===== config.mk =====
export PLATFORM = sky130hd
export DESIGN_NAME = i2c_master_txgen
export DESIGN_NICKNAME = d
export VERILOG_FILES = /design/src/rtl/i2c_master_txgen.sv
export SDC_FILE = /design/constraint.sdc
export NUM_CORES = 1
export LEC_CHECK = 0
export CAP_MARGIN = 40
export CORE_MARGIN = 3
export CORE_UTILIZATION = 50
export CTS_BUF_LIST = sky130_fd_sc_hd__clkbuf_8
export CTS_CLUSTER_DIAMETER = 120
export CTS_CLUSTER_SIZE = 14
export DETAILED_ROUTE_END_ITERATION = 10
export HOLD_SLACK_MARGIN = 0.05
export PLACE_DENSITY = 0.75
export SYNTH_ARGS = -nofsm -noshare
export SYNTH_HDL_FRONTEND = slang
export SYNTH_SLANG_ARGS = --single-unit

===== constraint.sdc =====
create_clock -name CLK -period 2.7 [get_ports CLK]
set_input_delay 0.54 -clock CLK [delete_from_list [all_inputs] [get_ports CLK]]
set_output_delay 0.54 -clock CLK [all_outputs]
set_load 0.03 [all_outputs]

===== src/rtl/i2c_master_txgen.sv =====
// i2c_master_txgen: single-shot I2C master that issues one complete TCPC
// register write or register read per accepted start pulse. SDA is open
// drain (sda_oe=1 pulls low); SCL is driven and never read back.
//
// state   | meaning
// --------+----------------------------------------------------------
// IDLE    | bus released, waiting for start
// START   | SCL high, SDA pulled low for one half period
// ID      | slave ID byte ({ID,0}, or {ID,1} after RSTART), bit 8 = ACK
// REG     | register address bytes, MS byte first, bit 8 = ACK
// WDATA   | write data bytes, MS byte first, bit 8 = ACK
// RSTART  | repeated start cell
// RDATA   | read data bytes, bit 8 = master ACK/NACK
// STOP    | stop cell, then done pulse
module i2c_master_txgen #(
  parameter int         HALF       = 125,
  parameter logic [6:0] SLAVE_ID   = 7'h7F,
  parameter int         REG_BYTES  = 2,
  parameter int         DATA_BYTES = 2
) (
  input  logic                    CLK,
  input  logic                    Reset,
  input  logic                    start,
  input  logic                    rw,
  input  logic [8*REG_BYTES-1:0]  reg_addr,
  input  logic [8*DATA_BYTES-1:0] wdata,
  input  logic                    iSDA,
  output logic                    sda_oe,
  output logic                    SCL,
  output logic                    busy,
  output logic                    done,
  output logic                    nack,
  output logic [8*DATA_BYTES-1:0] rdata
);

  localparam int PW   = $clog2(HALF);
  localparam int MAXB = (REG_BYTES > DATA_BYTES) ? REG_BYTES : DATA_BYTES;
  localparam int BW   = (MAXB > 1) ? $clog2(MAXB) : 1;

  localparam logic [PW-1:0] PH_LAST  = PW'(HALF - 1);
  localparam logic [PW-1:0] PH_MID   = PW'(HALF / 2);
  localparam logic [PW-1:0] PH_PRE   = PW'(HALF / 2 - 1);
  localparam logic [BW-1:0] REG_LAST = BW'(REG_BYTES - 1);
  localparam logic [BW-1:0] DAT_LAST = BW'(DATA_BYTES - 1);
  localparam logic [3:0]    ACK_BIT  = 4'd8;

  typedef enum logic [2:0] {
    S_IDLE, S_START, S_ID, S_REG, S_WDATA, S_RSTART, S_RDATA, S_STOP
  } state_t;

  state_t                  state_q, state_d;
  logic [PW-1:0]           ph_q, ph_d;
  logic                    hi_q, hi_d;
  logic [3:0]              bit_q, bit_d;
  logic [BW-1:0]           byte_q, byte_d;
  logic                    rd_id_q, rd_id_d;
  logic                    rw_q, rw_d;
  logic [8*REG_BYTES-1:0]  reg_addr_q, reg_addr_d;
  logic [8*DATA_BYTES-1:0] wdata_q, wdata_d;
  logic [8*DATA_BYTES-1:0] rx_q, rx_d;
  logic [8*DATA_BYTES-1:0] rdata_q, rdata_d;
  logic                    sda_oe_q, sda_oe_d;
  logic                    scl_q, scl_d;
  logic                    busy_q, busy_d;
  logic                    done_q, done_d;
  logic                    nack_q, nack_d;

  logic [7:0] reg_byte, wd_byte, cur_byte;
  logic       tx_bit;
  logic       drive_pt, hi_pre, sample_pt, cell_end;

  // Timing points inside a bit cell: SDA drive point in the low phase,
  // the matching point in the high phase, iSDA sample point, cell end.
  assign drive_pt  = !hi_q && (ph_q == PH_PRE);
  assign hi_pre    = hi_q && (ph_q == PH_PRE);
  assign sample_pt = hi_q && (ph_q == PH_MID);
  assign cell_end  = hi_q && (ph_q == PH_LAST);

  // Select the byte currently being shifted out and its active bit.
  always_comb begin
    reg_byte = 8'h00;
    for (int i = 0; i < REG_BYTES; i++)
      if (byte_q == BW'(i)) reg_byte = reg_addr_q[8*(REG_BYTES-1-i) +: 8];
    wd_byte = 8'h00;
    for (int i = 0; i < DATA_BYTES; i++)
      if (byte_q == BW'(i)) wd_byte = wdata_q[8*(DATA_BYTES-1-i) +: 8];
    case (state_q)
      S_ID:    cur_byte = {SLAVE_ID, rd_id_q};
      S_REG:   cur_byte = reg_byte;
      S_WDATA: cur_byte = wd_byte;
      default: cur_byte = 8'h00;
    endcase
  end

  assign tx_bit = cur_byte[3'd7 - bit_q[2:0]];

  // Next-state logic for the sequencer, counters and registered outputs.
  always_comb begin
    state_d    = state_q;
    ph_d       = ph_q;
    hi_d       = hi_q;
    bit_d      = bit_q;
    byte_d     = byte_q;
    rd_id_d    = rd_id_q;
    rw_d       = rw_q;
    reg_addr_d = reg_addr_q;
    wdata_d    = wdata_q;
    rx_d       = rx_q;
    rdata_d    = rdata_q;
    sda_oe_d   = sda_oe_q;
    scl_d      = scl_q;
    busy_d     = busy_q;
    done_d     = 1'b0;
    nack_d     = nack_q;

    // START is treated as a high half, so SCL falls when it completes.
    if (state_q != S_IDLE) begin
      if (ph_q == PH_LAST) begin
        ph_d  = '0;
        hi_d  = !hi_q;
        scl_d = !hi_q;
      end else begin
        ph_d = ph_q + 1'b1;
      end
    end

    case (state_q)
      S_IDLE: begin
        if (start) begin
          state_d    = S_START;
          busy_d     = 1'b1;
          scl_d      = 1'b1;
          sda_oe_d   = 1'b1;
          ph_d       = '0;
          hi_d       = 1'b1;
          bit_d      = '0;
          byte_d     = '0;
          rd_id_d    = 1'b0;
          nack_d     = 1'b0;
          rw_d       = rw;
          reg_addr_d = reg_addr;
          wdata_d    = wdata;
        end
      end
      S_START: begin
        if (ph_q == PH_LAST) begin
          state_d = S_ID;
          bit_d   = '0;
        end
      end
      S_ID, S_REG, S_WDATA: begin
        if (drive_pt) sda_oe_d = (bit_q == ACK_BIT) ? 1'b0 : !tx_bit;
        if (sample_pt && (bit_q == ACK_BIT) && iSDA) nack_d = 1'b1;
        if (cell_end) begin
          if (bit_q != ACK_BIT) begin
            bit_d = bit_q + 1'b1;
          end else begin
            bit_d = '0;
            if (nack_q) begin
              state_d = S_STOP;
            end else if (state_q == S_ID) begin
              byte_d  = '0;
              state_d = rd_id_q ? S_RDATA : S_REG;
            end else if (state_q == S_REG) begin
              if (byte_q == REG_LAST) begin
                byte_d  = '0;
                state_d = rw_q ? S_RSTART : S_WDATA;
              end else begin
                byte_d = byte_q + 1'b1;
              end
            end else begin
              if (byte_q == DAT_LAST) state_d = S_STOP;
              else byte_d = byte_q + 1'b1;
            end
          end
        end
      end
      S_RSTART: begin
        if (drive_pt) sda_oe_d = 1'b0;
        if (hi_pre) sda_oe_d = 1'b1;
        if (cell_end) begin
          state_d = S_ID;
          rd_id_d = 1'b1;
          bit_d   = '0;
        end
      end
      S_RDATA: begin
        // Master ACKs every read byte except the last one.
        if (drive_pt) sda_oe_d = (bit_q == ACK_BIT) && (byte_q != DAT_LAST);
        if (sample_pt && (bit_q != ACK_BIT)) rx_d = {rx_q[8*DATA_BYTES-2:0], iSDA};
        if (cell_end) begin
          if (bit_q != ACK_BIT) begin
            bit_d = bit_q + 1'b1;
          end else begin
            bit_d = '0;
            if (byte_q == DAT_LAST) state_d = S_STOP;
            else byte_d = byte_q + 1'b1;
          end
        end
      end
      S_STOP: begin
        if (drive_pt) sda_oe_d = 1'b1;
        if (hi_pre) sda_oe_d = 1'b0;
        if (cell_end) begin
          state_d = S_IDLE;
          busy_d  = 1'b0;
          done_d  = 1'b1;
          scl_d   = 1'b1;
          if (rw_q) rdata_d = rx_q;
        end
      end
    endcase
  end

  // State and output registers with synchronous active-low reset.
  always_ff @(posedge CLK) begin
    if (!Reset) begin
      state_q    <= S_IDLE;
      ph_q       <= '0;
      hi_q       <= 1'b1;
      bit_q      <= '0;
      byte_q     <= '0;
      rd_id_q    <= 1'b0;
      rw_q       <= 1'b0;
      reg_addr_q <= '0;
      wdata_q    <= '0;
      rx_q       <= '0;
      rdata_q    <= '0;
      sda_oe_q   <= 1'b0;
      scl_q      <= 1'b1;
      busy_q     <= 1'b0;
      done_q     <= 1'b0;
      nack_q     <= 1'b0;
    end else begin
      state_q    <= state_d;
      ph_q       <= ph_d;
      hi_q       <= hi_d;
      bit_q      <= bit_d;
      byte_q     <= byte_d;
      rd_id_q    <= rd_id_d;
      rw_q       <= rw_d;
      reg_addr_q <= reg_addr_d;
      wdata_q    <= wdata_d;
      rx_q       <= rx_d;
      rdata_q    <= rdata_d;
      sda_oe_q   <= sda_oe_d;
      scl_q      <= scl_d;
      busy_q     <= busy_d;
      done_q     <= done_d;
      nack_q     <= nack_d;
    end
  end

  assign sda_oe = sda_oe_q;
  assign SCL    = scl_q;
  assign busy   = busy_q;
  assign done   = done_q;
  assign nack   = nack_q;
  assign rdata  = rdata_q;

endmodule


; ---- Word level (Yosys, flattened, before mapping)
; Cells that the tools add are included.
[totals]
regBits = 87
[classes]
addsub = 4
n_lt_le_gt_ge = 1
n_eq_ne = 28
n_mux = 67
n_bitwise = 1
reduce_logical = 31
[op_table]
columns = cell, n
row1 = $mux 3, 14
row2 = $mux 1, 32
row3 = $mux 7, 4
row4 = $ne 2x2->1 const B, 12
row5 = $pmux 8 s3, 1
row6 = $mux 4, 5
row7 = $pmux 3 s6, 1
row8 = $mux 8, 2
row9 = $pmux 4 s4, 1
row10 = $eq 7x6->1 const B, 2
row11 = $eq 3x3->1 const B, 4
row12 = $reduce_and 3->1, 4
row13 = $reduce_and 9->1, 1
row14 = $logic_and 1x1->1, 8
row15 = $pmux 1 s2, 4
row16 = $add 7x1->7 const B, 1
row17 = $eq 7x7->1 const B, 1
row18 = $reduce_and 7->1, 1
row19 = $eq 3x2->1 const B, 2
row20 = $ne 3x3->1 const B, 2
row21 = $reduce_and 2->1, 3
row22 = $reduce_and 6->1, 1
row23 = $reduce_bool 2->1, 3
row24 = $reduce_bool 3->1, 2
row25 = other kinds (20), 21

; ---- Depth between registers and ports, before layout
; Gate-level depths: netlist of the first run.
[logic_depth]
ltp_word = 8
mapped_depth = 12
mapped_depth_nobuf = 10

; ---- Least setup slack after synthesis of the first run
; Ideal clock, no wire load.
[synth_timing]
path_type = register -> register
startpoint = register ph_q[0]
endpoint = register rdata_q[1], in the netlist rdata[1]
setup_ns = 0.070
arrival_ns = 1.951
setup_slack_ns = 0.678
stages_incl_launch_ff = 13
n_path_buf = 2
cell_sequence = dfxtp_1 > inv_1 > ha_1 > nand2_1 > nor2_1 > ha_1 > inv_1 > nor2_1 > and3_1 > clkbuf_1 > buf_2 > nand2_1 > a21oi_1
[synth_between]
elab_chain_cells = 3
[synth_lines]
columns = item, line_no
row1 = "start, declared", 52  ; logic [PW-1:0] ph_q, ph_d;
row2 = "start signal, assigned", 236  ; ph_q <= ph_d;
row3 = $eq 7x7->1, 77  ; assign cell_end = hi_q && (ph_q == PH_LAST);
row4 = $logic_and 1x1->1, 77
row5 = net cell_end, 70  ; logic drive_pt, hi_pre, sample_pt, cell_end;
row6 = $reduce_and 3->1 (no source line), -
row7 = "end signal, assigned", 245  ; rdata_q <= rdata_d;
row8 = "end, declared", 61  ; logic [8*DATA_BYTES-1:0] rdata_q, rdata_d;
; The timed path passes the listed nets, and every way through them passes these cells.
; A chain may end at the register's enable or synchronous reset.

; ---- Worst setup path in the final report of the first run
[layout_timing]
startpoint = register ph_q[0]
endpoint = register rdata_q[13], in the netlist rdata[13]
; The elaborated chain is that of the path after synthesis.

==> impl_metrics.json, run 1 <==
{
  "max_stage_delay_ps": 560,
  "timing.fmax_mhz": 426,
  "numClockSinks": 87,
  "die_height_um": 94.3,
  "grt_setup_unrepaired": "no",
  "antenna_violating_nets_post_route": 0,
  "clock_period_minus_worst_slack_ps": 2350,
  "register_area_mm2": 0.00174,
  "grt_start_max_net_pins": 30,
  "fp.dieW_um": 94.3,
  "reg2reg_setup_slack_ps": 350,
  "power_density_normalized_to_cell_area_mw_per_mm2": 541,
  "irDropWorstVdd_uv": 256,
  "synth_enable_flop_cells": 0,
  "critical_path.reg2reg.endpoint": "rdata[13]$_SDFFE_PN0P_",
  "drt_pre_antenna_iters": 4,
  "num_vias": 3449,
  "clock_tree_from_tritoncts": "yes",
  "synth_top_area_share": 0.446,
  "floorplan.core_area_mm2": 0.00741,
  "synth_top_area_cell": "sky130_fd_sc_hd__dfxtp_1",
  "max_cap_violations": 0,
  "async_flop_share": 0,
  "final-setup-viol-count": 0,
  "drt_wl_total_um": 8630,
  "timing.final.max_slew_violations": 0,
  "finalSetupTns_ps": 0,
  "number_of_antenna_violations_at_the_first_check_in_global_routing": 0,
  "required_ps": 2980,
  "port_buffers": 57,
  "yosysSeqAreaShare": 0.446,
  "initial_utilization": 0.527,
  "synth.ff_latch_count": 87,
  "number_of_cts_inserted_buffers": 9,
  "area_used_by_multi_input_combinational_logic_mm2": 0.00200,
  "h_tree_lvl_count": 3,
  "synth_cell_types": 52,
  "crit_chain": "inv_1 -> ha_1 -> nand2_1 -> nor2_1 -> ha_1 -> inv_1 -> nor2_1 -> and3_1 -> nand2_1 -> a21oi_1",
  "ctsResizeCount": 0,
  "1st_iter_drt_viols": 209,
  "reg2reg_depth": 10,
  "first_global_vias": 3033,
  "detailedPlacementHpwl_um": 6190,
  "post_synth_inst_count": 478,
  "cts_setup_buffers": 0,
  "tightest_slew_ps": 558,
  "clkSlewWorstSetupHoldPaths_ps": 90,
  "synth_common_cells": "116 x sky130_fd_sc_hd__nand2_1, 87 x sky130_fd_sc_hd__dfxtp_1, 67 x sky130_fd_sc_hd__a21oi_1",
  "yosysWarningCount": 0,
  "worstPathArrival_ps": 2630,
  "post-route-period-util": 0.869,
  "placementRows": 31,
  "grt_remaining_overflow": 0,
  "cts_max_path_buffers": 2,
  "design.final.nets": 570,
  "top_level_ports": 58,
  "critical_path_endpoint": "rdata[13]$_SDFFE_PN0P_",
  "layout-drive-gt1-share": 0.0753,
  "timing.slew.headroom": 0.628,
  "netlist_area_mm2": 0.00390,
  "area.growth.synth_to_final_pct": 22.4,
  "final-hold-violation-count": 0,
  "avgViaCountPerCell": 5.47,
  "critical_path.startpoint_type": "register",
  "critPathCaptureType": "register",
  "timing.critical_path.fanout_max": 16,
  "whs_ps": 457,
  "place_worst_setup_slack_ps": 365,
  "post-synth-top-count-cell": "sky130_fd_sc_hd__nand2_1",
  "worst_r2r_startpoint": "ph_q[0]$_SDFF_PN0_",
  "slowest_stage": "sky130_fd_sc_hd__and3_1",
  "final_cell_count_no_fill": 630,
  "global_route_wire_length_before_repair_um": 14200,
  "setup_ws_ps": 353,
  "hold_path_class": "register to register",
  "setup.worst_path.class": "register to register",
  "place_area_mm2": 0.00456,
  "post-place-cells": 614,
  "synth.avg_cell_area_um2": 8.16,
  "cts_root_buf": "sky130_fd_sc_hd__clkbuf_8",
  "yosys-top-cells-area": "sky130_fd_sc_hd__dfxtp_1 45%, sky130_fd_sc_hd__nand2_1 11%, sky130_fd_sc_hd__a21oi_1 8.6%",
  "n_fill_cell": 665,
  "stdcell_area_mm2": 0.00478,
  "drc": 0,
  "cts_hold_buffers": 0,
  "power.leakage_nw": 1.80,
  "synth_nets": 522,
  "cp-startpoint": "ph_q[0]$_SDFF_PN0_",
  "synth-main-ff-cell": "sky130_fd_sc_hd__dfxtp_1",
  "status": "finished clean",
  "drt-wirelength-per-cell_um": 13.7,
  "finalWeightedCongestion": 0.855,
  "final.setup_skew_ps": 11.6,
  "groute.usage.overall": 0.200,
  "antenna-diode-count": 0,
  "worst_hold_startpoint": "wdata_q[11]$_SDFFE_PN0P_",
  "die_area_mm2": 0.00890,
  "worst_skew_pair.late_latency_ps": 360
}
[cells in the final DEF, fill, tap and decap left out, drive strengths merged, types with 2 or more instances in the layout]
cell and count:
a21oi 67, clkinvlp 2, ha 7, a311oi 3
mux4 2, a211oi 2, nor3 6, and2 3
o221ai 7, or3 5, nand2 116, nand2b 7
and3 5, clkdlybuf4s50 57, inv 11, mux2 2
nor2b 5, nor3b 3, buf 11, nor2 36
nand3 11, mux2i 28, clkbuf 9, o22ai 3
nand3b 4, a211o 2, nand4 3, dfxtp 87
o21ai 7
[stage by stage]
step	power, mW	utilization
6_report	2.58	0.645
5_1_grt	2.70	0.645
4_1_cts	2.61	0.645
3_5_place_dp	1.66	0.616
3_3_place_gp	1.66	0.616
2_1_floorplan	1.55	-
[worst max-delay path: cells and delay by family, from the launching register on]
family          cells  cell delay, ps
simple gates        5            1140
flops               1             350
buf+inv             2             210
fa+ha+maj           2             430
compound gates      1             140
[where the power goes]
part           total, mW  internal (mW)  switching (mW)
registers           1.36           1.33          0.0309
clock network      0.952          0.448           0.504
logic              0.277          0.127           0.150
[flip-flops by register name, indices dropped and copies added (netlist names)]
signal      flops
rw_q            1
sda_oe          1
rd_id_q         1
wdata_q        16
SCL             1
ph_q            7
bit_q           4
busy            1
byte_q          1
nack            1
state_q         3
done            1
rx_q           16
rdata          16
reg_addr_q     16
hi_q            1
[cells by family after synthesis]
kind of cell             after synthesis  share of synthesized area
flip-flops                            87                      0.446
AO/OA/AOI/OAI                        105                      0.162
AND/OR/NAND/NOR                      208                      0.239
adder cells (fa/ha/maj)                7                     0.0224
multiplexers                          32                     0.0901
buffers and inverters                 39                     0.0404
[metal layers]
metal	routed length, um	up-vias	global-route usage
met1	3830	1602	0.250
li1	-	1744	-
met3	388	24	0.0430
met2	4190	79	0.330
met5	0	-	0
met4	220	0	0.0939
[worst min path at each step]
stage,cells after the start,end
global placement,2,rdata[15]$_SDFFE_PN0P_
global route,2,wdata_q[12]$_SDFFE_PN0P_
CTS,2,reg_addr_q[1]$_SDFFE_PN0P_
floorplan,2,rdata[15]$_SDFFE_PN0P_
detailed placement,2,rdata[12]$_SDFFE_PN0P_
finish,2,wdata_q[11]$_SDFFE_PN0P_
[layout make-up]
type	instances	area share
Clock buffer	9	0.0259
Clock inverter	7	0.0189
Inverter	8	0.00628
Multi-Input combinational cell	352	0.419
Sequential cell	87	0.364
Tap cell	99	0.0259
Timing Repair Buffer	68	0.139
No activity file was read; power rests on OpenSTA's default activity.
==> run 2: changes to the inputs <==
Settings changed: ABC_CLOCK_PERIOD_IN_PS set to 2700, CORE_ASPECT_RATIO set to 0.6.
==> run 2 against run 1 <==
Against the previous run:
- clock-buffer cell count increased by 2
- fmax increased by 0.86%
- clock power about the same
- routed wire length increased by 6.2%
- clock skew increased by 1.5 ps
- via count increased by 0.41%
- critical path type unchanged
- highest routed layer unchanged
==> impl_metrics.json, run 2 (same netlist as run 1, synthesis figures left out) <==
{
  "status": "finished clean",
  "tightest_slew_ps": 645,
  "port_buffers": 57,
  "finalSetupTns_ps": 0,
  "place_area_mm2": 0.00459,
  "global_route_wire_length_before_repair_um": 15000,
  "final.setup_skew_ps": 13.1,
  "die_area_mm2": 0.00894,
  "register_area_mm2": 0.00174,
  "top_level_ports": 58,
  "grt_remaining_overflow": 0,
  "area_used_by_multi_input_combinational_logic_mm2": 0.00200,
  "number_of_antenna_violations_at_the_first_check_in_global_routing": 0,
  "stdcell_area_mm2": 0.00481,
  "avgViaCountPerCell": 5.43,
  "required_ps": 3000,
  "post-route-period-util": 0.862,
  "timing.final.max_slew_violations": 0,
  "grt_setup_unrepaired": "no",
  "antenna_violating_nets_post_route": 0,
  "power_density_normalized_to_cell_area_mw_per_mm2": 540,
  "initial_utilization": 0.526,
  "highest_count_cells_in_the_layout_ignoring_fill_and_taps": "116 x sky130_fd_sc_hd__nand2_1, 87 x sky130_fd_sc_hd__dfxtp_1, 67 x sky130_fd_sc_hd__a21oi_1",
  "cts_root_buf": "sky130_fd_sc_hd__clkbuf_8",
  "clock_tree_from_tritoncts": "yes",
  "hold_path_class": "register to register",
  "drt-wirelength-per-cell_um": 14.4,
  "first_global_vias": 3076,
  "critical_path.startpoint_type": "register",
  "finalWeightedCongestion": 0.889,
  "worst_skew_pair.late_latency_ps": 370,
  "antenna-diode-count": 0,
  "n_fill_cell": 671,
  "grt_start_max_net_pins": 50,
  "die_height_um": 74.4,
  "design.final.nets": 573,
  "ctsResizeCount": 0,
  "drt_wl_total_um": 9160,
  "drc": 0,
  "cts_max_path_buffers": 2,
  "h_tree_lvl_count": 3,
  "drt_pre_antenna_iters": 5,
  "floorplan.core_area_mm2": 0.00742,
  "clkSlewWorstSetupHoldPaths_ps": 90,
  "layout-drive-gt1-share": 0.0805,
  "layout.core_utilization": 0.648,
  "numClockSinks": 87,
  "number_of_cts_inserted_buffers": 9,
  "timing.fmax_mhz": 430,
  "detailedPlacementHpwl_um": 6590,
  "final-hold-violation-count": 0,
  "power.leakage_nw": 1.82,
  "worstPathArrival_ps": 2630,
  "final-setup-viol-count": 0,
  "clock_period_minus_worst_slack_ps": 2330,
  "timing.critical_path.fanout_max": 16,
  "1st_iter_drt_viols": 306,
  "cts_setup_buffers": 0,
  "cts_hold_buffers": 0,
  "fp.dieW_um": 120,
  "timing.slew.headroom": 0.569,
  "groute.usage.overall": 0.213,
  "setup.worst_path.class": "register to register",
  "leading_cell_type_in_the_layout_fill_and_taps_excluded": "sky130_fd_sc_hd__nand2_1",
  "irDropWorstVdd_uv": 424,
  "area.growth.synth_to_final_pct": 23.2,
  "max_cap_violations": 0,
  "num_vias": 3463,
  "placementRows": 24,
  "critPathCaptureType": "register"
}
## run 2: critical path, cell delays in order (launching register included)
cell                      delay, ps
sky130_fd_sc_hd__dfxtp_1        350
sky130_fd_sc_hd__inv_1          120
sky130_fd_sc_hd__ha_1           160
sky130_fd_sc_hd__nand2_1         90
sky130_fd_sc_hd__nor2_1         140
sky130_fd_sc_hd__ha_1           240
sky130_fd_sc_hd__inv_1           80
sky130_fd_sc_hd__nor2_1         230
sky130_fd_sc_hd__and3_1         580
sky130_fd_sc_hd__nand2_1        120
sky130_fd_sc_hd__a21oi_1        150
## run 2: stage by stage
step	total power, mW	worst slack, ps	cells	hold WS (ps)
floorplan	1.55	678	478	432
global placement	1.66	542	622	443
detailed placement	1.67	418	622	447
CTS	2.63	400	638	459
global route	2.72	116	638	474
finish	2.60	373	638	455
## run 2: worst paths after layout
check | startpoint | end | slack, ps | cells past startpoint
min reg2reg | rdata[13]$_SDFFE_PN0P_ | rdata[13]$_SDFFE_PN0P_ | 460 | 2
max reg2reg | ph_q[0]$_SDFF_PN0_ | rdata[15]$_SDFFE_PN0P_ | 370 | 10
min | rdata[13]$_SDFFE_PN0P_ | rdata[13]$_SDFFE_PN0P_ | 460 | 2
max | ph_q[0]$_SDFF_PN0_ | rdata[15]$_SDFFE_PN0P_ | 370 | 10
## run 2: cell type report
| cell class | count | area share |
|---|---|---|
| Sequential cell | 87 | 0.362 |
| Clock inverter | 5 | 0.0133 |
| Timing Repair Buffer | 71 | 0.143 |
| Inverter | 8 | 0.00625 |
| Clock buffer | 11 | 0.0315 |
| Tap cell | 104 | 0.0271 |
| Multi-Input combinational cell | 352 | 0.417 |
## run 2: power breakdown
part           switching, mW  internal, mW  total, mW  leakage, nW
combinational          0.155         0.129      0.284         1.01
clock                  0.467         0.486      0.953        0.107
sequential            0.0338          1.33       1.36        0.707
total                  0.656          1.94       2.60         1.82
## run 2: layer usage
metal / share of wire / vias up / wire (um) / global-route usage
met4: 0.012 / 0 / 114 / 0.0660
met1: 0.49 / 1587 / 4530 / 0.301
li1: - / 1752 / - / -
met5: 0 / - / 0 / 0
met2: 0.41 / 109 / 3740 / 0.306
met3: 0.085 / 15 / 780 / 0.0783
==> run 3: changes to the inputs <==
Settings changed: ABC_AREA set to 1, CORE_MARGIN 3 to not set, PLACE_DENSITY 0.75 to 0.74, SLEW_MARGIN set to 20.
==> run 3 against run 2 <==
Against the previous run:
- final area decreased by 1.2%
- fmax decreased by 4.7%
- core utilization decreased by 1.0 points
- register-to-register slack got worse by 110 ps
- largest power group unchanged
- synthesized area increased by 0.87%
- global-route usage increased by 4.6 points
- clock power decreased by 10%
==> impl_metrics.json, run 3 <==
{
  "status": "finished clean",
  "highest_count_cells_in_the_layout_ignoring_fill_and_taps": "89 x sky130_fd_sc_hd__nand2_1, 87 x sky130_fd_sc_hd__dfxtp_1, 85 x sky130_fd_sc_hd__o21ai_0",
  "finalSetupTns_ps": 0,
  "worstPathArrival_ps": 2700,
  "max_cap_violations": 0,
  "1st_iter_drt_viols": 415,
  "final-hold-violation-count": 0,
  "avgViaCountPerCell": 5.26,
  "finalWeightedCongestion": 0.931,
  "timing.fmax_mhz": 410,
  "place_worst_setup_slack_ps": 385,
  "area.growth.synth_to_final_pct": 20.7,
  "synthXorXnorAreaFrac": 0.00668,
  "clock_period_minus_worst_slack_ps": 2440,
  "synth.ff_latch_count": 87,
  "n_fill_cell": 689,
  "clkSlewWorstSetupHoldPaths_ps": 90,
  "layout-drive-gt1-share": 0.0705,
  "global_route_wire_length_before_repair_um": 16500,
  "worst_hold_path_stage_count": 2,
  "reg2reg_setup_slack_ps": 260,
  "cts_hold_buffers": 0,
  "worst_skew_pair.late_latency_ps": 380,
  "synth_cell_types": 33,
  "number_of_antenna_violations_at_the_first_check_in_global_routing": 0,
  "share_of_synthesized_cell_area_in_and_or_nand_and_nor_gates": 0.240,
  "synth_enable_flop_cells": 0,
  "irDropWorstVdd_uv": 411,
  "die_area_mm2": 0.00824,
  "critPathCaptureType": "register",
  "design.final.nets": 649,
  "antenna-diode-count": 0,
  "drt-wirelength-per-cell_um": 14.0,
  "die_height_um": 70.7,
  "crit_chain": "clkinv_1 -> ha_1 -> nand2_1 -> nor2_1 -> nor3_1 -> inv_1 -> o21ai_0 -> a21oi_1",
  "top_cell_family_by_delay_on_the_critical_path": "flip-flops",
  "port_buffers": 57,
  "clock_tree_from_tritoncts": "yes",
  "setup_ws_ps": 259,
  "yosysSeqAreaShare": 0.442,
  "top_level_ports": 58,
  "setup.worst_path.class": "register to register",
  "reg2reg_depth": 8,
  "netlist_area_mm2": 0.00394,
  "cts_root_buf": "sky130_fd_sc_hd__clkbuf_8",
  "leading_cell_type_in_the_layout_fill_and_taps_excluded": "sky130_fd_sc_hd__nand2_1",
  "cts_max_path_buffers": 2,
  "placementRows": 24,
  "critical_path.startpoint_type": "register",
  "async_flop_share": 0,
  "groute.usage.overall": 0.260,
  "timing.slew.headroom": 0.653,
  "grt_remaining_overflow": 0,
  "layout.core_utilization": 0.638,
  "h_tree_lvl_count": 3,
  "ctsResizeCount": 0,
  "register_area_mm2": 0.00174,
  "worst_hold_startpoint": "reg_addr_q[15]$_SDFFE_PN0P_",
  "synth_top_area_cell": "sky130_fd_sc_hd__dfxtp_1",
  "initial_utilization": 0.529,
  "critical_path_buf_inv_count": 2,
  "fp.dieW_um": 117,
  "synth_nets": 600,
  "floorplan.core_area_mm2": 0.00745,
  "hold_path_class": "register to register",
  "number_of_cts_inserted_buffers": 9,
  "synth-main-ff-cell": "sky130_fd_sc_hd__dfxtp_1",
  "total_power_mw": 3.59,
  "synth_top_family_by_area": "simple AND/OR/NAND/NOR gates",
  "post-synth-top-count-cell": "sky130_fd_sc_hd__nand2_1",
  "worst_r2r_startpoint": "bit_q[0]$_SDFFE_PN0P_",
  "yosys-top-cells-area": "sky130_fd_sc_hd__dfxtp_1 44%, sky130_fd_sc_hd__o21ai_0 11%, sky130_fd_sc_hd__nand2_1 8.5%",
  "max_stage_delay_ps": 600,
  "final.setup_skew_ps": 14.4,
  "tightest_slew_ps": 519,
  "num_vias": 3755,
  "whs_endpoint": "reg_addr_q[15]$_SDFFE_PN0P_",
  "antenna_violating_nets_post_route": 0,
  "synth.avg_cell_area_um2": 7.08,
  "synth_top_area_share": 0.442,
  "synthMuxAreaShare": 0,
  "grt_start_max_net_pins": 58,
  "cts_setup_buffers": 0,
  "slowest_stage": "sky130_fd_sc_hd__dfxtp_1",
  "drc": 0,
  "drt_pre_antenna_iters": 5,
  "timing.final.max_slew_violations": 0,
  "area_used_by_multi_input_combinational_logic_mm2": 0.00185,
  "final-setup-viol-count": 0,
  "timing.critical_path.fanout_max": 12,
  "first_global_vias": 3388,
  "post-route-period-util": 0.904,
  "synth-adder-area-share": 0.0223,
  "numClockSinks": 87,
  "power_density_normalized_to_cell_area_mw_per_mm2": 754,
  "power.leakage_nw": 1.93,
  "synth_compound_gate_area_share": 0.202,
  "required_ps": 2960,
  "grt_setup_unrepaired": "no",
  "detailedPlacementHpwl_um": 7080,
  "critical_path.reg2reg.endpoint": "rx_q[14]$_SDFFE_PN0P_",
  "cp.depth": 8,
  "post_synth_inst_count": 556,
  "drt_wl_total_um": 9990,
  "synth_common_cells": "89 x sky130_fd_sc_hd__nand2_1, 87 x sky130_fd_sc_hd__dfxtp_1, 85 x sky130_fd_sc_hd__o21ai_0",
  "yosysWarningCount": 0
}
[run 3: metal layers]
metal,vias up,share of wire,GRT usage,wire [um]
met3,12,0.080,0.0917,796
met2,142,0.40,0.353,3990
met4,0,0.011,0.0675,110
li1,1905,-,-,-
met5,-,0,0,0
met1,1696,0.51,0.386,5100
[run 3: worst max path at each step]
stage                                from                      end
finish              bit_q[0]$_SDFFE_PN0P_    rx_q[14]$_SDFFE_PN0P_
floorplan              ph_q[0]$_SDFF_PN0_  state_q[0]$_SDFFE_PN0P_
detailed placement  bit_q[0]$_SDFFE_PN0P_     rx_q[0]$_SDFFE_PN0P_
global placement    bit_q[0]$_SDFFE_PN0P_    rx_q[14]$_SDFFE_PN0P_
CTS                 bit_q[0]$_SDFFE_PN0P_    rx_q[14]$_SDFFE_PN0P_
global route        bit_q[0]$_SDFFE_PN0P_    rx_q[13]$_SDFFE_PN0P_
[run 3: worst min-delay path, stage by stage (launching register included)]
cell and delay [ps]:
sky130_fd_sc_hd__dfxtp_1 310, sky130_fd_sc_hd__inv_1 60, sky130_fd_sc_hd__a21oi_1 50
[run 3: area by class of cell]
type	count	area share
timing repair buffer	63	0.128
clock inverter	7	0.0116
multi-input combinational	381	0.390
inverter	63	0.0498
tap	104	0.0274
sequential	87	0.367
clock buffer	9	0.0261
[run 3: cells by family (layout without fill, tap and decap cells)]
logic type                 after synthesis  count (layout)
AOI/OAI and AO/OA                      151             151
xor gates and xnor gates                 3               3
adders and majority gates                7               7
buffers and inverters                   88             142
DFF                                     87              87
and+or+nand+nor                        220             220
[run 3: power breakdown]
| group | internal (mW) | total (mW) | switching, mW | leakage (nW) |
|---|---|---|---|---|
| sequential | 1.46 | 1.60 | 0.147 | 0.710 |
| clock | 0.349 | 0.858 | 0.509 | 0.0981 |
| combinational | 0.377 | 1.12 | 0.746 | 1.12 |
| total | 2.18 | 3.59 | 1.40 | 1.93 |
[run 3: per-stage QoR]
step                      cell area, um^2  cells  hold slack (ps)
after floorplan                      3940    556              424
after global placement               4570    698              437
after detailed placement             4570    698              443
after CTS                            4750    714              457
after global routing                 4750    714              490
final                                4750    714              456
